File: src/rtl/ysyx_24100012_lsu_pkg.sv
// Shared types and constants for the NPC load/store unit.
package ysyx_24100012_lsu_pkg;

    localparam int unsigned XLEN   = 32;
    localparam int unsigned ADDR_W = 32;
    localparam int unsigned STRB_N = 4;

    // funct3 encodings for loads and stores
    localparam logic [2:0] LB  = 3'b000;
    localparam logic [2:0] LH  = 3'b001;
    localparam logic [2:0] LW  = 3'b010;
    localparam logic [2:0] LBU = 3'b100;
    localparam logic [2:0] LHU = 3'b101;
    localparam logic [2:0] SB  = 3'b000;
    localparam logic [2:0] SH  = 3'b001;
    localparam logic [2:0] SW  = 3'b010;

    // Byte-lane strobes before shifting to the addressed lane
    localparam logic [STRB_N-1:0] STRB_NONE = 4'b0000;
    localparam logic [STRB_N-1:0] STRB_B    = 4'b0001;
    localparam logic [STRB_N-1:0] STRB_H    = 4'b0011;
    localparam logic [STRB_N-1:0] STRB_W    = 4'b1111;

    typedef enum logic [1:0] {
        IDLE = 2'd0,
        REQ  = 2'd1,
        WAIT = 2'd2,
        DONE = 2'd3
    } lsu_state_e;

    // Data-memory request payload, held stable while the request is pending
    typedef struct packed {
        logic [ADDR_W-1:0] addr;
        logic              wen;
        logic [XLEN-1:0]   wdata;
        logic [STRB_N-1:0] wstrb;
    } lsu_req_t;

    // True when {is_store, funct3} names a supported load or store
    function automatic logic f3_legal(input logic is_store, input logic [2:0] f3);
        if (is_store) begin
            return (f3 == SB) || (f3 == SH) || (f3 == SW);
        end
        return (f3 == LB) || (f3 == LH) || (f3 == LW) || (f3 == LBU) || (f3 == LHU);
    endfunction

endpackage

File: src/rtl/ysyx_24100012_lsu_align.sv
// Byte-lane steering for the LSU: store strobes/data, load extraction and
// extension, op legality and misalignment detection.
// LSU_MISALIGN_TRAP_EN: report misaligned h/w accesses; when undefined the
// offending low address bits are cleared and the access proceeds.
module ysyx_24100012_lsu_align
    import ysyx_24100012_lsu_pkg::*;
(
    input  logic [3:0]        i_op,
    input  logic [1:0]        i_addr,
    input  logic [XLEN-1:0]   i_wdata,
    input  logic [XLEN-1:0]   i_rdata,
    output logic [STRB_N-1:0] o_wstrb,
    output logic [XLEN-1:0]   o_wdata,
    output logic [XLEN-1:0]   o_rdata,
    output logic              o_legal,
    output logic              o_misalign
);

    logic            w_store;
    logic [2:0]      w_f3;
    logic [1:0]      w_off;
    logic [XLEN-1:0] w_rword;

    // Legality, alignment and effective lane offset
    always_comb begin
        w_store    = i_op[3];
        w_f3       = i_op[2:0];
        o_legal    = f3_legal(w_store, w_f3);
        o_misalign = 1'b0;
        w_off      = i_addr;
`ifdef LSU_MISALIGN_TRAP_EN
        o_misalign = o_legal &&
                     (((w_f3[1:0] == 2'b01) && i_addr[0]) ||
                      ((w_f3[1:0] == 2'b10) && (i_addr != 2'b00)));
`else
        case (w_f3[1:0])
            2'b01:   w_off = {i_addr[1], 1'b0};
            2'b10:   w_off = 2'b00;
            default: w_off = i_addr;
        endcase
`endif
    end

    // Store strobes and lane-replicated write data
    always_comb begin
        o_wstrb = STRB_NONE;
        o_wdata = i_wdata;
        if (w_store && o_legal) begin
            case (w_f3[1:0])
                2'b00: begin
                    o_wstrb = STRB_B << w_off;
                    o_wdata = {4{i_wdata[7:0]}};
                end
                2'b01: begin
                    o_wstrb = STRB_H << w_off;
                    o_wdata = {2{i_wdata[15:0]}};
                end
                default: begin
                    o_wstrb = STRB_W;
                    o_wdata = i_wdata;
                end
            endcase
        end
    end

    // Load extraction from the addressed lane with sign/zero extension
    always_comb begin
        w_rword = i_rdata >> {w_off, 3'b000};
        case (w_f3)
            LB:      o_rdata = {{24{w_rword[7]}}, w_rword[7:0]};
            LH:      o_rdata = {{16{w_rword[15]}}, w_rword[15:0]};
            LBU:     o_rdata = {24'h000000, w_rword[7:0]};
            LHU:     o_rdata = {16'h0000, w_rword[15:0]};
            default: o_rdata = w_rword;
        endcase
    end

endmodule

File: src/rtl/ysyx_24100012_lsu.sv
// Load/store unit: one data-memory transaction per op, result to writeback.
// LSU_MISALIGN_TRAP_EN: misaligned h/w accesses fault without a bus request.
module ysyx_24100012_lsu
    import ysyx_24100012_lsu_pkg::*;
#(
    parameter int unsigned DATA_WIDTH = 32,
    parameter int unsigned ADDR_WIDTH = 32
) (
    input  logic                  clk,
    input  logic                  rst,
    input  logic                  in_valid,
    output logic                  in_ready,
    input  logic [ADDR_WIDTH-1:0] in_addr,
    input  logic [DATA_WIDTH-1:0] in_wdata,
    input  logic [3:0]            in_op,
    output logic                  mem_req_valid,
    input  logic                  mem_req_ready,
    output logic [ADDR_WIDTH-1:0] mem_req_addr,
    output logic                  mem_req_wen,
    output logic [DATA_WIDTH-1:0] mem_req_wdata,
    output logic [3:0]            mem_req_wstrb,
    input  logic                  mem_resp_valid,
    output logic                  mem_resp_ready,
    input  logic [DATA_WIDTH-1:0] mem_resp_rdata,
    input  logic                  mem_resp_err,
    output logic                  out_valid,
    input  logic                  out_ready,
    output logic [DATA_WIDTH-1:0] out_rdata,
    output logic                  out_err,
    output logic                  out_misalign
);

    lsu_state_e r_state;
    lsu_state_e w_state_nxt;

    logic r_in_ready;
    logic r_req_valid;
    logic r_resp_ready;
    logic r_out_valid;
    logic w_in_ready_nxt;
    logic w_req_valid_nxt;
    logic w_resp_ready_nxt;
    logic w_out_valid_nxt;

    lsu_req_t        r_req;
    logic [3:0]      r_op;
    logic [1:0]      r_addr_lo;
    logic [XLEN-1:0] r_out_rdata;
    logic            r_out_err;
    logic            r_out_misalign;

    logic              w_idle;
    logic              w_accept;
    logic              w_fault;
    logic              w_fault_mis;
    logic              w_resp_fire;
    logic [3:0]        w_op_sel;
    logic [1:0]        w_addr_sel;
    logic [STRB_N-1:0] w_wstrb;
    logic [XLEN-1:0]   w_wdata_sh;
    logic [XLEN-1:0]   w_rdata_ext;
    logic              w_legal;
    logic              w_misalign;

    assign w_idle      = (r_state == IDLE);
    assign w_accept    = w_idle && in_valid;
    assign w_resp_fire = (r_state == WAIT) && mem_resp_valid;
    assign w_fault     = ~w_legal | w_misalign;

`ifdef LSU_MISALIGN_TRAP_EN
    assign w_fault_mis = 1'b1;
`else
    assign w_fault_mis = 1'b0;
`endif

    // Incoming op steers lanes at accept; the latched op steers load extraction
    assign w_op_sel   = w_idle ? in_op : r_op;
    assign w_addr_sel = w_idle ? in_addr[1:0] : r_addr_lo;

    ysyx_24100012_lsu_align u_align (
        .i_op       (w_op_sel),
        .i_addr     (w_addr_sel),
        .i_wdata    (in_wdata),
        .i_rdata    (mem_resp_rdata),
        .o_wstrb    (w_wstrb),
        .o_wdata    (w_wdata_sh),
        .o_rdata    (w_rdata_ext),
        .o_legal    (w_legal),
        .o_misalign (w_misalign)
    );

    // State register
    always_ff @(posedge clk or negedge rst) begin
        if (!rst) begin
            r_state <= IDLE;
        end else begin
            r_state <= w_state_nxt;
        end
    end

    // Next-state logic
    always_comb begin
        w_state_nxt = r_state;
        case (r_state)
            IDLE: if (in_valid)       w_state_nxt = w_fault ? DONE : REQ;
            REQ:  if (mem_req_ready)  w_state_nxt = WAIT;
            WAIT: if (mem_resp_valid) w_state_nxt = DONE;
            DONE: if (out_ready)      w_state_nxt = IDLE;
            default:                  w_state_nxt = IDLE;
        endcase
    end

    // Handshake outputs decoded from the upcoming state
    always_comb begin
        w_in_ready_nxt   = 1'b0;
        w_req_valid_nxt  = 1'b0;
        w_resp_ready_nxt = 1'b0;
        w_out_valid_nxt  = 1'b0;
        case (w_state_nxt)
            IDLE:    w_in_ready_nxt   = 1'b1;
            REQ:     w_req_valid_nxt  = 1'b1;
            WAIT:    w_resp_ready_nxt = 1'b1;
            DONE:    w_out_valid_nxt  = 1'b1;
            default: w_in_ready_nxt   = 1'b1;
        endcase
    end

    // Registered handshake outputs
    always_ff @(posedge clk or negedge rst) begin
        if (!rst) begin
            r_in_ready   <= 1'b1;
            r_req_valid  <= 1'b0;
            r_resp_ready <= 1'b0;
            r_out_valid  <= 1'b0;
        end else begin
            r_in_ready   <= w_in_ready_nxt;
            r_req_valid  <= w_req_valid_nxt;
            r_resp_ready <= w_resp_ready_nxt;
            r_out_valid  <= w_out_valid_nxt;
        end
    end

    // Op latch, bus request payload and writeback result
    always_ff @(posedge clk or negedge rst) begin
        if (!rst) begin
            r_op           <= 4'h0;
            r_addr_lo      <= 2'b00;
            r_req          <= '0;
            r_out_rdata    <= '0;
            r_out_err      <= 1'b0;
            r_out_misalign <= 1'b0;
        end else if (w_accept) begin
            r_op        <= in_op;
            r_addr_lo   <= in_addr[1:0];
            r_req.addr  <= {in_addr[ADDR_WIDTH-1:2], 2'b00};
            r_req.wen   <= in_op[3];
            r_req.wdata <= w_wdata_sh;
            r_req.wstrb <= w_wstrb;
            if (w_fault) begin
                r_out_rdata    <= '0;
                r_out_err      <= 1'b1;
                r_out_misalign <= w_fault_mis;
            end
        end else if (w_resp_fire) begin
            r_out_rdata    <= (mem_resp_err || r_op[3]) ? '0 : w_rdata_ext;
            r_out_err      <= mem_resp_err;
            r_out_misalign <= 1'b0;
        end
    end

    assign in_ready       = r_in_ready;
    assign mem_req_valid  = r_req_valid;
    assign mem_req_addr   = r_req.addr;
    assign mem_req_wen    = r_req.wen;
    assign mem_req_wdata  = r_req.wdata;
    assign mem_req_wstrb  = r_req.wstrb;
    assign mem_resp_ready = r_resp_ready;
    assign out_valid      = r_out_valid;
    assign out_rdata      = r_out_rdata;
    assign out_err        = r_out_err;
    assign out_misalign   = r_out_misalign;

endmodule

File: config.mk
export PLATFORM = sky130hd
export DESIGN_NAME = ysyx_24100012_lsu
export DESIGN_NICKNAME = d
export VERILOG_FILES = /design/src/rtl/ysyx_24100012_lsu_pkg.sv /design/src/rtl/ysyx_24100012_lsu_align.sv /design/src/rtl/ysyx_24100012_lsu.sv
export SDC_FILE = /design/constraint.sdc
export NUM_CORES = 1
export LEC_CHECK = 0
export CORE_MARGIN = 10
export CORE_UTILIZATION = 45
export CTS_BUF_LIST = sky130_fd_sc_hd__clkbuf_4
export CTS_CLUSTER_DIAMETER = 100
export CTS_CLUSTER_SIZE = 25
export DETAILED_ROUTE_END_ITERATION = 8
export GPL_ROUTABILITY_DRIVEN = 0
export PLACE_DENSITY = 0.82
export SLEW_MARGIN = 30
export SYNTH_ARGS = -nofsm -noshare
export SYNTH_HDL_FRONTEND = slang
export SYNTH_HIERARCHICAL = 1
export SYNTH_SLANG_ARGS = --single-unit
File: constraint.sdc
create_clock -name clk -period 3.7 [get_ports clk]
set_input_delay 1.11 -clock clk [delete_from_list [all_inputs] [get_ports clk]]
set_output_delay 1.11 -clock clk [all_outputs]
set_load 0.1 [all_outputs]
== Word-level counts from Yosys, hierarchy flattened ==
Index checks and enable logic that the tools add are counted.
W data, S select, Z words.

* Equality and inequality tests: 13
* Shift operators: 3
* Multiplexer cells: 31
* Reductions and logical operators: 14

{| class="wikitable"
|+ Operators by type and width
! kind !! number
|-
| $mux W32 || 5
|-
| $pmux W32 S4 || 1
|-
| $pmux W32 S2 || 1
|-
| $shr A32 B5 Y32 || 1
|-
| $mux W1 || 13
|-
| $mux W2 || 6
|-
| $eq A2 B2 Y1 const B || 5
|-
| $mux W4 || 2
|-
| $pmux W2 S4 || 1
|-
| $pmux W4 S2 || 1
|-
| $eq A2 B1 Y1 const B || 3
|-
| $eq A3 B3 Y1 const B || 2
|-
| $logic_not A2 Y1 || 3
|-
| $logic_or A1 B1 Y1 || 5
|-
| $pmux W2 S2 || 1
|-
| $shl A1 B2 Y4 const A || 1
|-
| $shl A2 B2 Y4 const A || 1
|-
| $eq A3 B1 Y1 const B || 1
|-
| $eq A3 B2 Y1 const B || 1
|-
| $logic_and A1 B1 Y1 || 3
|-
| $logic_not A3 Y1 || 1
|-
| $ne A2 B2 Y1 const B || 1
|-
| $reduce_and A2 Y1 || 1
|-
| $reduce_bool A2 Y1 || 1
|}

* Register bits after elaboration: 113
* Output and inout bits: 107
* Logic and storage cells: 75

== Longest topological paths before layout ==
* Depth in word-level cells: 13
* Mapped depth: 13
* Depth with buffers taken out: 9

== Cells and area by module ==
The synthesis kept the hierarchy.

{| class="wikitable"
|+ Modules (own cells, without submodules)
! module !! instances !! cells each !! area an instance (um^2) !! seq. area each (um^2)
|-
| ysyx_24100012_lsu || 1 || 268 || 4272.8 || 2778.9
|-
| ysyx_24100012_lsu_align || 1 || 218 || 1356.3 || 0.0
|}

== Worst setup path before layout ==
OpenSTA, ideal clock, no wires.

* Kind: input -> register
* Start point: in in_op[1]
* End point: reg r_req (netlist bit mem_req_wdata[10])
* Setup time: 0.126 ns
* Arrival: 3.173 ns
* Required time: 3.574 ns
* Path slack: 0.402 ns
* Cell stages on the path: 10
* Cells stage by stage: mux2_2 > inv_1 > ha_1 > nor3_1 > or4b_1 > clkbuf_1 > or2_0 > clkbuf_1 > a22o_1 > mux2_2

* Word-level cells in the longest chain between the ends: 9
* Elaborated cells on any way between the ends: 17
* Classes of those cells: eq/ne (5); mux (5); reduce/logical (7)

{| class="wikitable"
|+ Ends and longest elaborated chain
! item !! RTL line !! source
|-
| start, declared || ysyx_24100012_lsu.sv:15 || <nowiki>input logic [3:0] in_op,</nowiki>
|-
| $mux W4 (*) || ysyx_24100012_lsu.sv:77 || <nowiki>assign w_op_sel = w_idle ? in_op : r_op;</nowiki>
|-
| $eq A3 B1 Y1 / $logic_not A3 Y1 (equally long branches) || ysyx_24100012_lsu_pkg.sv:42, ysyx_24100012_lsu_pkg.sv:44 ||
|-
| $logic_or A1 B1 Y1 (2 in a row) || ysyx_24100012_lsu_pkg.sv:42, ysyx_24100012_lsu_pkg.sv:44 ||
|-
| $logic_or A1 B1 Y1 (2 in a row) || ysyx_24100012_lsu_pkg.sv:44 || <nowiki>return (f3 == LB) || (f3 == LH) || (f3 == LW) || (f3 == LBU) || (f3 == LHU);</nowiki>
|-
| $mux W1 || ysyx_24100012_lsu_pkg.sv:44 ||
|-
| $logic_and A1 B1 Y1 || ysyx_24100012_lsu_align.sv:48 || <nowiki>if (w_store && o_legal) begin</nowiki>
|-
| $mux W32 (*) || ysyx_24100012_lsu_align.sv:48 ||
|-
| named net w_wdata_sh[10] || ysyx_24100012_lsu.sv:60 || <nowiki>logic [XLEN-1:0] w_wdata_sh;</nowiki>
|-
| end, declared || ysyx_24100012_lsu.sv:45 || <nowiki>lsu_req_t r_req;</nowiki>
|}

The timed path passes the listed nets; every way through them passes the cells marked *. The select of a mux whose other input is x is not followed.
A chain may end at the register's enable or synchronous reset.

== Worst setup path in the final report ==
* Start point: in in_op[1]
* End point: reg r_req (netlist bit mem_req_wdata[12])

* Word-level cells in the longest chain between the ends: 9
* Elaborated cells on any way between the ends: 17
* Classes of those cells: eq/ne (5); mux (5); reduce/logical (7)

{| class="wikitable"
|+ Ends and longest elaborated chain
! item !! RTL line !! source
|-
| $mux W4 (*) || ysyx_24100012_lsu.sv:77 ||
|-
| named net w_op_sel[1] || ysyx_24100012_lsu.sv:57 || <nowiki>logic [3:0] w_op_sel;</nowiki>
|-
| $eq A3 B1 Y1 / $logic_not A3 Y1 (equally long branches) || ysyx_24100012_lsu_pkg.sv:42, ysyx_24100012_lsu_pkg.sv:44 ||
|-
| $logic_or A1 B1 Y1 (2 in a row) || ysyx_24100012_lsu_pkg.sv:42, ysyx_24100012_lsu_pkg.sv:44 ||
|-
| $logic_or A1 B1 Y1 (2 in a row) || ysyx_24100012_lsu_pkg.sv:44 ||
|-
| $mux W1 || ysyx_24100012_lsu_pkg.sv:44 ||
|-
| $logic_and A1 B1 Y1 || ysyx_24100012_lsu_align.sv:48 ||
|-
| $mux W32 (*) || ysyx_24100012_lsu_align.sv:48 ||
|-
| named net w_wdata_sh[12] || ysyx_24100012_lsu.sv:60 ||
|}

Marked as above.

==> results.sh <==
export IMPL_crit_path_max_incr_delay_ns=0.54
export IMPL_area_growth_pct=38.6
export IMPL_setup_viol=0
export IMPL_ys_warn_count=6
export IMPL_cts_setup_buffers=0
export IMPL_synth_edf_count=0
export IMPL_drive_above_1_share=0.347
export IMPL_worst_slew_pin_slew_ns=0.785
export IMPL_final_cell_mix="buf_4, dfrtp_1, clkdlybuf4s50_1"
export IMPL_drc=0
export IMPL_clockBufferDepth=2
export IMPL_drt_iter0_markers=394
export IMPL_post_layout_nonfiller_instances=857
export IMPL_synthFlopType="dfrtp_1"
export IMPL_avgSynthCellArea_sq_um=11.6
export IMPL_grt_pass1_wl_mm=29.3
export IMPL_start_util=0.465
export IMPL_cts_tree="yes"
export IMPL_grt_setup_unrepaired="no"
export IMPL_netlist_instances=486
export IMPL_first_global_vias=5016
export IMPL_ant_nets=0
export IMPL_cap_viol_max_count=0
export IMPL_path_clk_slew_ns=0.17
export IMPL_hold_violations=0
export IMPL_end_kind="flip-flop"
export IMPL_antenna_found_initial=2
export IMPL_cpMostUsedCell="mux2_2"
export IMPL_wirelength_mm=18.7
export IMPL_port_buffers=210
export IMPL_critPathKind="primary input to flip-flop"
export IMPL_place_area_sq_mm=0.00765
export IMPL_use_met1=0.241
export IMPL_critPathLaunchType="primary input"
export IMPL_wl_per_cell_microns=21.8
export IMPL_insertion_delay_ns=0.49
export IMPL_arrival_ns=3.69
export IMPL_clock_skew_ns=0.0259
export IMPL_grt_busiest_layer="met2"
export IMPL_vias=4890
export IMPL_ys_async_sr_fraction=1.00
export IMPL_outcome="completed"
export IMPL_htree_num_levels=3
export IMPL_grt_use_met3=0.0998
export IMPL_hp_class="flip-flop to flip-flop"
export IMPL_fin_area_sq_mm=0.00780
export IMPL_fmax_mhz=303
export IMPL_fp_dieH_microns=132
export IMPL_path_cells="clkdlybuf4s50_1, mux2_2, inv_1, ha_1, nor3_1, or4b_1, or2_0, a22o_1, mux2_2"
export IMPL_cp_top_family="simple AND/OR/NAND/NOR gates"
export IMPL_crit_fanout=8
export IMPL_critPathRequiredTime_ns=4.09
export IMPL_firstDrtPassIters=6
export IMPL_netlist_area_sq_mm=0.00563
export IMPL_cts_buffers=9
export IMPL_place_hpwl_mm=14.3
export IMPL_cts_hold_buffers=0
export IMPL_finalMaxSlewViolations=0
export IMPL_placed_cells=840
export IMPL_cts_root_buf="clkbuf_4"
export IMPL_dieArea_sq_mm=0.0174
export IMPL_layout_commonest_cell="buf_4"
export IMPL_die_width_microns=132
export IMPL_worst_hold_slack_ns=0.526
export IMPL_grt_start_max_net_pins=58
export IMPL_grtUsageTotal=0.209
export IMPL_clock_sinks=111
export IMPL_finalCritPeriodShare=0.891
export IMPL_ios=214
export IMPL_gr_usage_met2=0.339
export IMPL_nNetsFinal=794
export IMPL_grt_overflow=0
export IMPL_synth_cell_types=46
export IMPL_critical_path_slowest_cell="or4b_1"
export IMPL_via_per_inst=5.71
export IMPL_fin_crit_ns=3.30
export IMPL_ctsResizeCount=0
export IMPL_fin_util=0.644
export IMPL_path_buf_inv=2
export IMPL_fp_row_count=40
export IMPL_core_area_sq_mm=0.0121
export IMPL_synth_seq_cells=111
export IMPL_ys_seq_area_frac=0.494
export IMPL_relSlewSlack=0.477
-- Yosys cell counts, drive strengths merged (8+ instances only) --
cell type  number  area [sq um]
dfrtp         110          2750
mux2           81           912
a32o           32           320
clkbuf         29           109
buf            26           185
nand2          24          90.1
a21oi          22           110
nor2           17          63.8
inv            15          56.3
a22o           13           114
o21ai          12          60.1
o211ai         11          82.6
a22oi           9          67.6
a211oi          8          60.1
o311ai          8          70.1
-- flip-flops by register name (all words and copies together) (netlist names) --
signal          cells
in_ready            1
mem_req_addr       30
mem_req_valid       1
mem_req_wdata      32
mem_req_wstrb       4
mem_resp_ready      1
out_err             1
out_rdata          32
out_valid           1
r_addr_lo           2
r_op                4
r_state             2
-- stage by stage --
step	worst slack, ns	TNS [ns]
after global routing	0.293	0
final	0.403	0
after floorplan	0.402	0
after global placement	0.0272	0
after detailed placement	-0.0883	-0.568
after CTS	0.436	0
-- path summary, 6_finish.rpt --
path                                    from                 to  slack, ns  depth (start not counted)
worst min register to register  r_addr_lo[1]       r_addr_lo[1]       0.53                          1
min in group asynchronous                rst      out_rdata[28]       0.66                          1
worst max register to register    r_state[1]  mem_req_wdata[12]       0.49                          9
worst min-delay path            r_addr_lo[1]       r_addr_lo[1]       0.53                          1
worst max-delay path                in_op[1]  mem_req_wdata[12]       0.40                          9
max in group asynchronous                rst           in_ready       2.24                          2
-- per-layer routing --
layer / routed length (microns) / share of wire
met1: 7090 / 0.38
met2: 8980 / 0.48
met3: 2320 / 0.12
met4: 252 / 0.014
met5: 17 / 0.00091
-- cell families after synthesis --
family	Yosys count	share of synthesized area
AOI/OAI and AO/OA	135	0.184
adders and majority gates	4	0.00889
buffers and inverters	70	0.0622
DFF	111	0.494
muxes	85	0.178
other	2	0.00133
and+or+nand+nor	79	0.0714
-- layout make-up --
cell class	count	area, sq um
fillers	979	4310
flip-flops and latches	111	2780
multi-input cells	307	2510
repair buffers	239	2090
well taps	168	210
clock buffers	11	82.6
clock inverters	5	66.3
inverters	15	56.3
diodes	1	2.50
Power is not shown: default switching activity piles up to over one toggle a cycle in this logic, so the estimate is an artifact.
